File: src/rtl/run_sequencer.sv
// rtl/run_sequencer.sv - CPU launch/run/halt sequencer with delayed interrupt injection
module run_sequencer #(
    parameter int RST_HOLD    = 4,
    parameter int START_WIDTH = 2,
    parameter int TIMEOUT_CYC = 50000,
    parameter int CNT_W       = 32,
    parameter int NUM_IRQ     = 2,
    parameter int IRQ_DELAY   = 3
) (
    input  logic               clk,
    input  logic               rst_n,
    input  logic               go,
    input  logic               cpu_halt,
    input  logic [NUM_IRQ-1:0] irq_req,
    input  logic [NUM_IRQ-1:0] irq_ack,
    output logic               cpu_rst_n,
    output logic               cpu_start,
    output logic [NUM_IRQ-1:0] interrupt,
    output logic               running,
    output logic               done,
    output logic               timeout,
    output logic [CNT_W-1:0]   cycle_count
);

    localparam int PH_MAX = (RST_HOLD > START_WIDTH) ? RST_HOLD : START_WIDTH;
    localparam int PH_W   = (PH_MAX > 1) ? $clog2(PH_MAX) : 1;
    localparam int DLY_W  = (IRQ_DELAY > 1) ? $clog2(IRQ_DELAY + 1) : 1;

    localparam logic [PH_W-1:0]  HOLD_LAST  = PH_W'(RST_HOLD - 1);
    localparam logic [PH_W-1:0]  START_LAST = PH_W'(START_WIDTH - 1);
    localparam logic [CNT_W-1:0] CNT_LAST   = CNT_W'(TIMEOUT_CYC - 1);
    localparam logic [DLY_W-1:0] DLY_INIT   = DLY_W'(IRQ_DELAY);

    typedef enum logic [2:0] {
        S_IDLE  = 3'd0,
        S_HOLD  = 3'd1,
        S_START = 3'd2,
        S_RUN   = 3'd3,
        S_DONE  = 3'd4,
        S_TOUT  = 3'd5
    } state_t;

    state_t                          state, state_nx;
    logic [PH_W-1:0]                 ph_cnt, ph_cnt_nx;
    logic [NUM_IRQ-1:0]              armed, armed_nx;
    logic [NUM_IRQ-1:0][DLY_W-1:0]   dly, dly_nx;
    logic [NUM_IRQ-1:0]              interrupt_nx;
    logic                            cpu_rst_n_nx, cpu_start_nx, running_nx;
    logic                            done_nx, timeout_nx;
    logic [CNT_W-1:0]                cycle_count_nx;
    logic                            stay_run;

    // Every output is a flop loaded from the next-state decode, so nothing glitches.
    always_ff @(posedge clk or negedge rst_n) begin
        if (!rst_n) begin
            state       <= S_IDLE;
            ph_cnt      <= '0;
            armed       <= '0;
            dly         <= '0;
            interrupt   <= '0;
            cpu_rst_n   <= 1'b0;
            cpu_start   <= 1'b0;
            running     <= 1'b0;
            done        <= 1'b0;
            timeout     <= 1'b0;
            cycle_count <= '0;
        end else begin
            state       <= state_nx;
            ph_cnt      <= ph_cnt_nx;
            armed       <= armed_nx;
            dly         <= dly_nx;
            interrupt   <= interrupt_nx;
            cpu_rst_n   <= cpu_rst_n_nx;
            cpu_start   <= cpu_start_nx;
            running     <= running_nx;
            done        <= done_nx;
            timeout     <= timeout_nx;
            cycle_count <= cycle_count_nx;
        end
    end

    always_comb begin
        state_nx  = state;
        ph_cnt_nx = ph_cnt;
        case (state)
            S_IDLE, S_DONE, S_TOUT: begin
                if (go) begin
                    state_nx  = S_HOLD;
                    ph_cnt_nx = '0;
                end
            end
            S_HOLD: begin
                if (ph_cnt == HOLD_LAST) begin
                    state_nx  = S_START;
                    ph_cnt_nx = '0;
                end else begin
                    ph_cnt_nx = ph_cnt + 1'b1;
                end
            end
            S_START: begin
                if (ph_cnt == START_LAST) begin
                    state_nx  = S_RUN;
                    ph_cnt_nx = '0;
                end else begin
                    ph_cnt_nx = ph_cnt + 1'b1;
                end
            end
            S_RUN: begin
                // Halt wins over a timeout landing in the same cycle.
                if (cpu_halt) begin
                    state_nx = S_DONE;
                end else if (cycle_count == CNT_LAST) begin
                    state_nx = S_TOUT;
                end
            end
            default: state_nx = S_IDLE;
        endcase
    end

    assign stay_run = (state == S_RUN) && (state_nx == S_RUN);

    always_comb begin
        cpu_rst_n_nx = !((state_nx == S_IDLE) || (state_nx == S_HOLD));
        cpu_start_nx = (state_nx == S_START);
        running_nx   = (state_nx == S_RUN);
        done_nx      = (state_nx == S_DONE);
        timeout_nx   = (state_nx == S_TOUT);

        cycle_count_nx = cycle_count;
        if (state_nx == S_HOLD) begin
            cycle_count_nx = '0;
        end else if (stay_run) begin
            cycle_count_nx = cycle_count + 1'b1;
        end

        armed_nx     = armed;
        dly_nx       = dly;
        interrupt_nx = interrupt;
        for (int i = 0; i < NUM_IRQ; i++) begin
            if (!stay_run) begin
                armed_nx[i]     = 1'b0;
                dly_nx[i]       = '0;
                interrupt_nx[i] = 1'b0;
            end else if (interrupt[i]) begin
                if (irq_ack[i]) begin
                    interrupt_nx[i] = 1'b0;
                end
            end else if (armed[i]) begin
                if (dly[i] == '0) begin
                    armed_nx[i]     = 1'b0;
                    interrupt_nx[i] = 1'b1;
                end else begin
                    dly_nx[i] = dly[i] - 1'b1;
                end
            end else if (irq_req[i]) begin
                armed_nx[i] = 1'b1;
                dly_nx[i]   = DLY_INIT;
            end
        end
    end

endmodule
File: config.mk
export PLATFORM = sky130hd
export DESIGN_NAME = run_sequencer
export DESIGN_NICKNAME = d
export VERILOG_FILES = /design/src/rtl/run_sequencer.sv
export SDC_FILE = /design/constraint.sdc
export NUM_CORES = 1
export LEC_CHECK = 0
export ABC_AREA = 1
export BUFFER_PORTS_ARGS = -buffer_cell sky130_fd_sc_hd__buf_2
export CAP_MARGIN = 10
export CORE_UTILIZATION = 44
export CTS_CLUSTER_DIAMETER = 30
export CTS_CLUSTER_SIZE = 16
export DETAILED_ROUTE_END_ITERATION = 16
export GPL_TIMING_DRIVEN = 0
export PLACE_DENSITY = 0.69
export SLEW_MARGIN = 20
export SYNTH_ARGS = -nofsm -noshare
export SYNTH_HDL_FRONTEND = slang
export SYNTH_SLANG_ARGS = --single-unit
export TNS_END_PERCENT = 100
File: constraint.sdc
create_clock -name clk -period 3 [get_ports clk]
set_input_delay 0.9 -clock clk [delete_from_list [all_inputs] [get_ports clk]]
set_output_delay 0.9 -clock clk [all_outputs]
set_load 0.1 [all_outputs]
======== Word-level counts from Yosys, hierarchy flattened ========
Index checks and enable logic that the tools add are counted.
cells by class
  $add $sub $neg .......................... 4
  equal/unequal tests ..................... 20
  muxes and demuxes ....................... 42
  reduce and logical (&&, ||, !) cells .... 13
operators by type and width
  operator                                                                 number
  32-bit two-way mux                                                       2
  32-bit by 1-bit adder with 32-bit output, second input constant          1
  32-bit by 16-bit equality test with 1-bit output, second input constant  1
  2-bit two-way mux                                                        13
  1-bit two-way mux                                                        20
  3-bit two-way mux                                                        5
  3-bit by 2-bit equality test with 1-bit output, second input constant    4
  3-bit equality test, second input constant                               4
  3-bit != test, second input constant                                     4
  3-bit case mux with 4 select lines                                       1
  3-bit by 1-bit equality test with 1-bit output, second input constant    2
  3-bit logical NOT                                                        2
  2-bit != test, second input constant                                     3
  2-bit case mux with 3 select lines                                       1
  3-bit AND reduction                                                      2
  2-bit logical NOT                                                        2
  2-bit by 1-bit subtractor with 2-bit output, second input constant       2
  3-bit nonzero test                                                       1
  3-bit OR reduction                                                       1
  2-bit by 1-bit adder with 2-bit output, second input constant            1
  2-bit by 1-bit equality test with 1-bit output, second input constant    1
  2-bit equality test, second input constant                               1
  2-bit AND reduction                                                      1
  2-bit nonzero test                                                       1
  other kinds (3)                                                          3
storage, ports and cells
  flip-flop bits (word level) ............. 50
  bits of input ports ..................... 8
  logic and storage cells ................. 92

======== Logic depth before layout (Yosys ltp) ========
  word-level depth ........................ 8
  mapped depth ............................ 13
  gate-level depth less buffers ........... 13

======== Least setup slack after synthesis ========
Ideal clock, no wire load.
  path type ............................... flip-flop to flip-flop
  start point ............................. register cycle_count[0]
  end point ............................... register cycle_count[28]
  setup time .............................. 124 ps
  arrival ................................. 2306 ps
  data required time ...................... 2876 ps
  setup slack ............................. 571 ps
  stages on the path, launching flop included .. 12
  path buffers ............................ 1
  clock period less this slack ............ 2429 ps
  path through ............................ dfrtp_1 -> ha_1 -> nand3_1 -> nor2_1 -> nand2_1 -> nor2_4 -> nor2_4 -> nor2_4 -> nand3_4 -> buf_6 -> nand3_1 -> nand2_1
on the way
  longest elaborated chain between the ends .. 7
  elaborated cells on any way between the ends .. 11
  classes of those cells .................. add/sub: 1; eq/ne: 3; mux: 5; reduce/logical: 2
RTL lines
  item                                              RTL line  RTL
  start: declaration                                22        output logic [CNT_W-1:0] cycle_count
  start signal: assignment                          78        cycle_count <= cycle_count_nx;
  32-bit by 16-bit equality test with 1-bit output  112       end else if (cycle_count == CNT_LAST) begin
  3-bit two-way mux                                 112
  3-bit two-way mux                                 110       if (cpu_halt) begin
  3-bit case mux with 4 select lines                85        case (state)
  3-bit by 2-bit equality test with 1-bit output    120       assign stay_run = (state == S_RUN) && (state_nx == S_RUN);
  1-bit logical AND                                 120
  2-bit nonzero test (no source line)               -
Parallel ways exist; a longest one is shown, timed or not. The select of a mux whose other input is x is not followed.
A chain may end at the register's enable or synchronous reset.

======== Worst setup path in the final report ========
  start point ............................. register cycle_count[6]
  end point ............................... output port cycle_count[6]
No word-level cell between the ends.

==> summary.md <==
| Metric | Value |
|---|---|
| Setup CP Type | reg2out |
| Startpoint types | register |
| Vias | 2786 |
| CP Capture Type | output port |
| Core area | 0.00646 mm² |
| Combinational Power Share | a little over two fifths |
| First-pass GRT wire length | about 12 mm |
| GRT Util Overall | 21.3% |
| Port bufs | 46 |
| Sequential area share after synthesis | 41.8% |
| CTS Buf Count | 5 |
| Total setup buffers inserted after CTS | 0 |
| Clock Tree Buf Depth | 2 |
| Area growth syn-to-layout | 14.0% |
| Final ANT Viol Nets | 0 |
| Final Instance Count excl. Fillers | 562 |
| Post-Route WL | 7.00 mm |
| Initial Util | 46.4% |
| DIE AREA | just over 0.007 mm² |
| Clk root buf | clkbuf_8 |
| Syn nets | around 450 |
| Cell depth of the worst setup path | 1 |
| Floorplan row count | 29 |
| Failing checks | design-rule violations |
| Min Hold Slack | between 0.5 and 0.6 ns |
| I/O pin cnt | 47 |
| Clock Sinks | 50 |
| Tmin final | 2.13 ns |
| Internal power | 0.00118 W |
| Slew HR | 57.2% |
| Max Fclk | ~0.47 GHz |
| Wirelength per Cell | around 12 µm |
| Nets | 498 |
| Most frequent cells in the layout | nand2_1 (115), nor2_1 (96), inv_1 (58), dfrtp_1 (50), buf_2 (46) |
| Worst VDD drop | 0.481 mV |
| Post-DP Area | 0.00333 mm² |
| Finished Cell Area | 0.00342 mm² |
| Vias in the first global route | 2686 |
| Avg Cell Area, Syn | ~7 µm² |
| Pre-antenna DRT Iters | 10 |
| Tcrit/Tclk final | 71.1% |
| Drt drc | 4 |
| CP required | between 2 and 2.5 ns |
| Clock Pin Slew Worst Setup and Hold Paths | around 0.09 ns |
| Worst path bufs/invs | 1 |
| # Max-Cap Violations | 0 |
| Run status | finished with violations |
| Worst slew pin tran | 0.643 ns |
| Final Hold Viols | 0 |
| Sw Ratio | between 40% and 50% |
| Post-CTS Hold Fix Bufs | 0 |
| Vias per std cell | 4.96 |
| Final setup viols | 0 |
| Synth cell types | 28 |
| Post-synth top area cell | dfrtp_1 |
| Worst EP arrival | 1.23 ns |
| Synth top area share | about two fifths |
| Yosys warning total | 0 |
| CP max stage cell | dfrtp_1 |
| Starting DRT DRC Count | 176 |
| Chip Height | 84.5 µm |
| Latest clock arrival within the worst-skew pair | 0.30 ns |
| Placed insts | approximately 550 |
| Post-Syn Instances | 431 |
| PostCTS Resize Cnt | 0 |
| Hpwl dp | 5.29 mm |
| Initial antenna violation count | 0 |
| H-tree Lvls | 2 |
| CP max FO | 7 |
| Largest cells by area after synthesis | dfrtp_1 (42%), nand2_1 (14%), nor2_1 (12%) |
| Synthesized cell area | 0.00300 mm² |
| Psw | slightly above 0.0009 W |
| Pleak | 1.81 nW |
| Fraction of layout cells with a size suffix above 1 | 16.3% |
| Worst path max stage delay | 0.47 ns |
| Crit-path cells | buf_2 |
| Sequential share of power | 37.1% |
| Clock group share of total power | between 15 and 20% |
| PD cells | between 600 and 700 mW/mm² |
| Setup TNS | 0 ns |
| #FFs+latches synth | 50 |
| Grt ovf | 0 |
| # fillers | 636 |
| CTS tree | built |
| Largest net degree at the start of global routing | 51 |
| Worst R2R Path Depth | 9 |
| WHS Path Cells | 1 |
| Most common cell after layout, fill and taps aside | nand2_1 |
| RSZ-0062 raised after global routing | false |
| Slew Viols, Final | 0 |
| RePlAce Congestion | around 0.84 |
| Hold Crit Class | reg2reg |
| Die W | 84.5 µm |
| Clk_skew | 0.00742 ns |
| ANT cells | 0 |
| Cell family with most CP delay | flip-flops |
## power by group through the flow
stage	clock [W]	combinational, W	sequential, W
after CTS	0.000419	0.000917	0.000778
after detailed placement	0	0.000911	0.000790
after global placement	0	0.000897	0.000788
after global routing	0.000449	0.000996	0.000787
after floorplan	0	0.000511	0.000972
final	0.000406	0.000911	0.000777
## area by class of cell
class	count	area (µm²)	area share, %
buffer	7	65.1	1.90
timing repair buffer	46	233	6.81
multi-input combinational	309	1430	42.0
sequential	50	1250	36.6
clock buffer	7	86.3	2.53
tap	77	96.3	2.82
inverter	65	246	7.21
clock inverter	1	5.00	0.146
## synthesized netlist by cell type (all sizes together)
| cell type | count |
|---|---|
| a211oi | 2 |
| a21oi | 6 |
| and3 | 1 |
| buf | 7 |
| dfrtp | 50 |
| ha | 6 |
| inv | 65 |
| mux2 | 1 |
| nand2 | 117 |
| nand3 | 34 |
| nand3b | 1 |
| nand4 | 9 |
| nor2 | 101 |
| nor3 | 8 |
| o211ai | 1 |
| o21ai | 16 |
| o21bai | 1 |
| xnor2 | 2 |
| xor2 | 3 |
## layer usage
metal  part of all wire (%)  GRT usage, %  vias to the layer above
met5                      0             0                        -
met2                     47          36.0                       56
li1                       -             -                     1435
met1                     48          28.0                     1289
met4                    1.1          5.86                        0
met3                    3.9          3.93                        6
## stage by stage
step	worst slack, ns	util (%)	power [W]
6_report	0.866	52.9	0.00209
5_1_grt	0.803	52.9	0.00223
4_1_cts	0.856	52.9	0.00211
3_5_place_dp	0.960	51.5	0.00170
3_3_place_gp	0.986	51.5	0.00168
2_1_floorplan	0.571	-	0.00148
## state kept, by name (all words and copies together) (netlist names)
register and count:
cycle_count 32, dly 4, state 3, armed 2
interrupt 2, ph_cnt 2, cpu_rst_n 1, cpu_start 1
done 1, running 1, timeout 1
## kinds of logic after synthesis
logic type	share of synthesized area (%)
and+or+nand+nor	38.8
buffers and inverters	10.4
DFF	41.8
AOI/OAI and AO/OA	4.68
adders and majority gates	2.51
xor gates and xnor gates	1.46
muxes	0.376
## worst paths after layout
kind,start,to,slack [ns]
worst max register to register,cycle_count[0],cycle_count[16],1.03
worst max-delay path,cycle_count[6],cycle_count[6],0.87
min in group asynchronous,rst_n,interrupt[0],0.62
worst min-delay path,state[1],state[2],0.51
max in group asynchronous,rst_n,cycle_count[3],1.94
worst min register to register,state[1],state[2],0.51
(Power assumes the default switching activity.)
